`src/rtl/ppl_march.sv`:
```
// Voxel ray-march step: advances a ray one slope step, reads the world map and
// decides hit / miss / continue with a fixed four-cycle turnaround per ray.
module ppl_march #(
  parameter int          SLOPE_SHIFT = 4,
  parameter logic [3:0]  MAX_STEPS   = 4'd15,
  parameter logic [15:0] SKY_COLOR   = 16'h867D
) (
  input  logic        clk,
  input  logic        rst,
  input  logic        in_valid,
  output logic        in_ready,
  input  logic [15:0] start_pos_x,
  input  logic [15:0] start_pos_y,
  input  logic [15:0] start_pos_z,
  input  logic [19:0] ray_slope_x,
  input  logic [19:0] ray_slope_y,
  input  logic [19:0] ray_slope_z,
  input  logic [19:0] pixel_addr,
  input  logic [3:0]  block_cnt,
  output logic        blk_rd,
  output logic [11:0] blk_addr,
  input  logic [7:0]  blk_data,
  output logic        out_valid,
  output logic        next_en,
  output logic [15:0] end_pos_x,
  output logic [15:0] end_pos_y,
  output logic [15:0] end_pos_z,
  output logic [19:0] ray_slope_out_x,
  output logic [19:0] ray_slope_out_y,
  output logic [19:0] ray_slope_out_z,
  output logic [19:0] pixel_addr_out,
  output logic [3:0]  block_cnt_out,
  output logic        pix_we,
  output logic [19:0] pix_addr,
  output logic [15:0] pix_color
);

  typedef enum logic [1:0] {S_IDLE, S_STEP, S_LOOKUP, S_WAIT} state_t;

  state_t             r_state, w_state_next;
  logic [2:0][15:0]   w_pos_in, r_pos, w_pos_n, r_end_pos;
  logic [2:0][19:0]   w_slope_in, r_slope, r_slope_out;
  logic [2:0]         w_axis_oob;
  logic [19:0]        r_pixel_addr, r_pixel_addr_out, r_pix_addr;
  logic [3:0]         r_block_cnt, r_block_cnt_out;
  logic [15:0]        r_pix_color;
  logic               r_oob, r_out_valid, r_next_en, r_pix_we;
  logic               w_accept, w_decide, w_continue, w_hit;

  assign w_pos_in   = {start_pos_z, start_pos_y, start_pos_x};
  assign w_slope_in = {ray_slope_z, ray_slope_y, ray_slope_x};
  assign w_accept   = in_valid && (r_state == S_IDLE);
  assign w_decide   = (r_state == S_WAIT);
  assign w_hit      = !r_oob && (blk_data != 8'd0);
  assign w_continue = !r_oob && (blk_data == 8'd0) && (r_block_cnt < MAX_STEPS);

  // 21-bit signed sum: bit 20 flags a negative result, bits 19:16 an overflow past 0xFFFF
  genvar gi;
  generate
    for (gi = 0; gi < 3; gi++) begin : g_axis
      logic signed [19:0] w_shifted;
      logic signed [20:0] w_sum;
      assign w_shifted      = $signed(r_slope[gi]) >>> SLOPE_SHIFT;
      assign w_sum          = $signed({5'b0, r_pos[gi]}) + $signed({w_shifted[19], w_shifted});
      assign w_pos_n[gi]    = w_sum[15:0];
      assign w_axis_oob[gi] = w_sum[20] | (|w_sum[19:16]);
    end
  endgenerate

  always_ff @(posedge clk or negedge rst) begin
    if (!rst) r_state <= S_IDLE;
    else      r_state <= w_state_next;
  end

  always_comb begin
    w_state_next = r_state;
    case (r_state)
      S_IDLE:   if (in_valid) w_state_next = S_STEP;
      S_STEP:   w_state_next = S_LOOKUP;
      S_LOOKUP: w_state_next = S_WAIT;
      default:  w_state_next = S_IDLE;
    endcase
  end

  always_comb begin
    in_ready = (r_state == S_IDLE);
    blk_rd   = 1'b0;
    blk_addr = '0;
    if (r_state == S_LOOKUP && !r_oob) begin
      blk_rd   = 1'b1;
      blk_addr = {r_pos[0][15:12], r_pos[1][15:12], r_pos[2][15:12]};
    end
  end

  always_ff @(posedge clk or negedge rst) begin
    if (!rst) begin
      r_pos            <= '0;
      r_slope          <= '0;
      r_end_pos        <= '0;
      r_slope_out      <= '0;
      r_pixel_addr     <= '0;
      r_block_cnt      <= '0;
      r_oob            <= 1'b0;
      r_out_valid      <= 1'b0;
      r_next_en        <= 1'b0;
      r_pix_we         <= 1'b0;
      r_pixel_addr_out <= '0;
      r_block_cnt_out  <= '0;
      r_pix_addr       <= '0;
      r_pix_color      <= '0;
    end else begin
      r_out_valid <= w_decide;
      r_pix_we    <= w_decide && !w_continue;
      if (w_accept) begin
        r_pos        <= w_pos_in;
        r_slope      <= w_slope_in;
        r_pixel_addr <= pixel_addr;
        r_block_cnt  <= block_cnt;
      end
      if (r_state == S_STEP) begin
        r_pos <= w_pos_n;
        r_oob <= |w_axis_oob;
      end
      if (w_decide) begin
        r_next_en        <= !w_continue;
        r_end_pos        <= r_pos;
        r_slope_out      <= r_slope;
        r_pixel_addr_out <= r_pixel_addr;
        r_block_cnt_out  <= w_continue ? r_block_cnt + 4'd1 : r_block_cnt;
        // Framebuffer fields only move when the ray terminates
        if (!w_continue) begin
          r_pix_addr  <= r_pixel_addr;
          r_pix_color <= w_hit ? {blk_data, ~r_block_cnt, 4'h0} : SKY_COLOR;
        end
      end
    end
  end

  assign out_valid       = r_out_valid;
  assign next_en         = r_next_en;
  assign end_pos_x       = r_end_pos[0];
  assign end_pos_y       = r_end_pos[1];
  assign end_pos_z       = r_end_pos[2];
  assign ray_slope_out_x = r_slope_out[0];
  assign ray_slope_out_y = r_slope_out[1];
  assign ray_slope_out_z = r_slope_out[2];
  assign pixel_addr_out  = r_pixel_addr_out;
  assign block_cnt_out   = r_block_cnt_out;
  assign pix_we          = r_pix_we;
  assign pix_addr        = r_pix_addr;
  assign pix_color       = r_pix_color;

endmodule

```
`config.mk`:
```
export PLATFORM = sky130hd
export DESIGN_NAME = ppl_march
export DESIGN_NICKNAME = d
export VERILOG_FILES = /design/src/rtl/ppl_march.sv
export SDC_FILE = /design/constraint.sdc
export NUM_CORES = 1
export LEC_CHECK = 0
export ABC_CLOCK_PERIOD_IN_PS = 3100
export CORE_MARGIN = 2
export CORE_UTILIZATION = 32
export DETAILED_ROUTE_END_ITERATION = 10
export PLACE_DENSITY = 0.54
export SETUP_SLACK_MARGIN = 0.5
export SYNTH_ARGS = -nofsm -noshare
export SYNTH_HDL_FRONTEND = slang
export SYNTH_SLANG_ARGS = --single-unit
```
`constraint.sdc`:
```
create_clock -name clk -period 3.1 [get_ports clk]
set_input_delay 0.465 -clock clk [delete_from_list [all_inputs] [get_ports clk]]
set_output_delay 0.465 -clock clk [all_outputs]
set_load 0.005 [all_outputs]
```
==> metrics <==
status=completed; Register Area=0.00758 sq mm; std cell rows=76; logic gate share of total power=0.491; most frequent cells in the layout=312 x clkdlybuf4s50_1, 302 x dfrtp_1, 212 x mux2_2, 118 x nand2_1, 51 x ha_1; router iterations before antenna repair=4; asr flop ratio synth=1.00; Final Core Density=0.450; Met2 Routed Length=17300 um; number of flops mapped to enable cells by yosys=0; switching power of the nets=8.10 mW; Static Leak=8.53 nW; average wire per standard cell=18.0 um; setup TNS=0 ns; Worst path max stage delay=0.60 ns; vias in the first global route=10220; Cell Int Power=14.9 mW; met3 routed WL=2600 um; antenna violations before repair=2; routed wire length=37500 um; DR iter-0 viols=340; Peak Freq=397 MHz; PortBufs=326; crit path kind=reg -> out; VDD IR max=0.000511 V; final cell count without fillers=2079; # IOs=328; CTS tree=yes; die width=213 um; worst-path cell chain=inv_1 > ha_2 > clkdlybuf4s50_1; Distinct cells, synth=53; Syn Nets=1331; Rel. slew slack=0.559; Tot Pwr=23.0 mW; die area=0.0452 sq mm; Layout Skew=0.0142 ns; syn_area_per_cell=12.3 sq um; Syn Inst Count=1129; prevailing post-synth register cell=dfrtp_1; largest net degree at the start of global routing=72; Highest Signal Layer=met5; worst skew pair latency=0.55 ns; sequential area share after synthesis=0.545; Area Growth Syn to Fin=38.9%; worst hold path type=in -> async; final net count=1672; clock slew at reported path FFs=0.06 ns; sequential power share=0.323; Final Cycle Share=0.813; routability cong.=0.777; final hold viol count=0; area of the multi-input gates=0.00616 sq mm; share of post-route cells with drive strength above 1=0.219; Critical-path top delay cell=clkdlybuf4s50_1; PwrDens=1190 mW/mm^2; max cap viols=0; core area=0.0430 sq mm; Die Y-Extent=213 um; Worst Reg-to-Reg Cells=9; DRC errors left=0; first-pass GRT wire length=58500 um; clock share of power=0.186; Worst Tran Pin Value=0.662 ns; Critical Path RT=2.63 ns; RSZ-0062 raised after global routing=true; dpl hpwl=26600 um; met1 WL=17000 um; post-route worst setup slack=0.581 ns; Routed Antenna Nets=0; final setup vio count=0; Congestion Overflow GR=0; Final Critical Period=2.52 ns; CP Launch Type=register; CP Capture Type=primary output; Warnings, synthesis=0; vias after detailed routing=9831; fill count=4068; Critical Path Fanout Max=8; Sw Ratio=0.352; Mapped Area=0.0139 sq mm; CTS Buffer Depth=3; Inserted Clock Buffers=37; #FFs+latches synth=303; most common cell after layout, fill and taps aside=clkdlybuf4s50_1; Total GRT Usage=0.166; H-Tree Level Count=2; initial core utilization=0.324; dpl ws=0.388 ns; Vias per Instance=4.73; Worst Path Arrival=2.05 ns; Inst Count DP=2006; total clock sinks=303; # diodes=0; Pins Over Slew Limit=0; root buf cell=clkbuf_16
==> kinds of logic (layout without fill, tap and decap cells) <==
logic type               after synthesis  count (layout)  share of synthesized area
AO/OA/AOI/OAI                        194             194                     0.0892
XOR/XNOR                              42              42                     0.0264
adder cells (fa/ha/maj)               59              59                     0.0547
buffers and inverters                 72             437                     0.0204
flip-flops                           303             303                      0.545
multiplexers                         252             252                      0.200
other                                  1               1                   0.000269
AND/OR/NAND/NOR                      206             206                     0.0641
==> through the flow <==
step / hold slack (ns) / cell area [sq um]
after global routing: 0.497 / 19300
after global placement: 0.458 / 18000
final: 0.461 / 19300
after CTS: 0.478 / 19200
after detailed placement: 0.463 / 18000
after floorplan: 0.169 / 13900
==> final timing paths <==
kind	from	to	slack, ns
hold reg to reg	pix_addr[2]	pix_addr[2]	0.47
max in group asynchronous	rst	ray_slope_out_z[12]	1.78
hold / removal	rst	g_axis[0].w_shifted[8]	0.46
setup / recovery	r_state[1]	in_ready	0.58
min in group clk	pix_addr[2]	pix_addr[2]	0.47
setup reg to reg	g_axis[2].w_shifted[1]	r_oob	0.60
==> power by group through the flow <==
stage / clock [mW] / combinational, mW / sequential, mW
3_3_place_gp: 0 / 11.1 / 7.47
6_report: 4.28 / 11.3 / 7.44
3_5_place_dp: 0 / 11.2 / 7.53
5_1_grt: 4.61 / 12.5 / 7.73
4_1_cts: 4.44 / 11.3 / 7.48
2_1_floorplan: 0 / 6.96 / 7.18
==> state kept, by name (all words and copies together), names as in the netlist, 20 cells and up <==
name              count
g_axis.w_shifted     48
r_pos                48
pix_addr             20
pixel_addr_out       20
r_pixel_addr         20
ray_slope_out_x      20
ray_slope_out_y      20
ray_slope_out_z      20
==> metal layers <==
layer  global-route usage  vias to the layer above
met5                    0                        -
met4               0.0388                        2
met3               0.0532                       47
met2                0.265                      237
met1                0.217                     4843
li1                     -                     4702
==> timing repair <==
item | 4_1_cts | 5_1_grt
hold endpoints to repair | 59 | 0
gates resized for setup | 25 | 12
endpoints found under the setup margin | 16 | 7
hold buffers | 1 | 0
setup buffers | 4 | 5
pin swaps | 1 | 7
==> critical path: cells and delay by family, from the launching register on <==
kind	cells	cell delay [ns]
buffers and inverters	2	0.75
adder cells (fa/ha/maj)	1	0.34
flip-flops	1	0.43
==> Yosys cell counts (all sizes together), types with 14 or more instances <==
| master | number | area share |
|---|---|---|
| o21ai | 53 | 0.019 |
| xor2 | 18 | 0.011 |
| ha | 56 | 0.050 |
| xnor2 | 24 | 0.015 |
| mux2 | 212 | 0.17 |
| a21oi | 54 | 0.020 |
| a211oi | 14 | 0.0079 |
| clkbuf | 35 | 0.0094 |
| dfrtp | 303 | 0.54 |
| mux2i | 40 | 0.029 |
| a21o | 15 | 0.0081 |
| inv | 19 | 0.0051 |
| nor2 | 33 | 0.0089 |
| and3 | 14 | 0.0063 |
| nand2 | 120 | 0.032 |
| buf | 18 | 0.0058 |
==> final cells by class <==
cell class,count,area share
repair buffers,355,0.186
multi-input cells,754,0.319
flip-flops and latches,303,0.392
inverters,19,0.00369
clock buffers,54,0.0565
well taps,585,0.0379
clock inverters,9,0.00524
(Power assumes the default switching activity.)
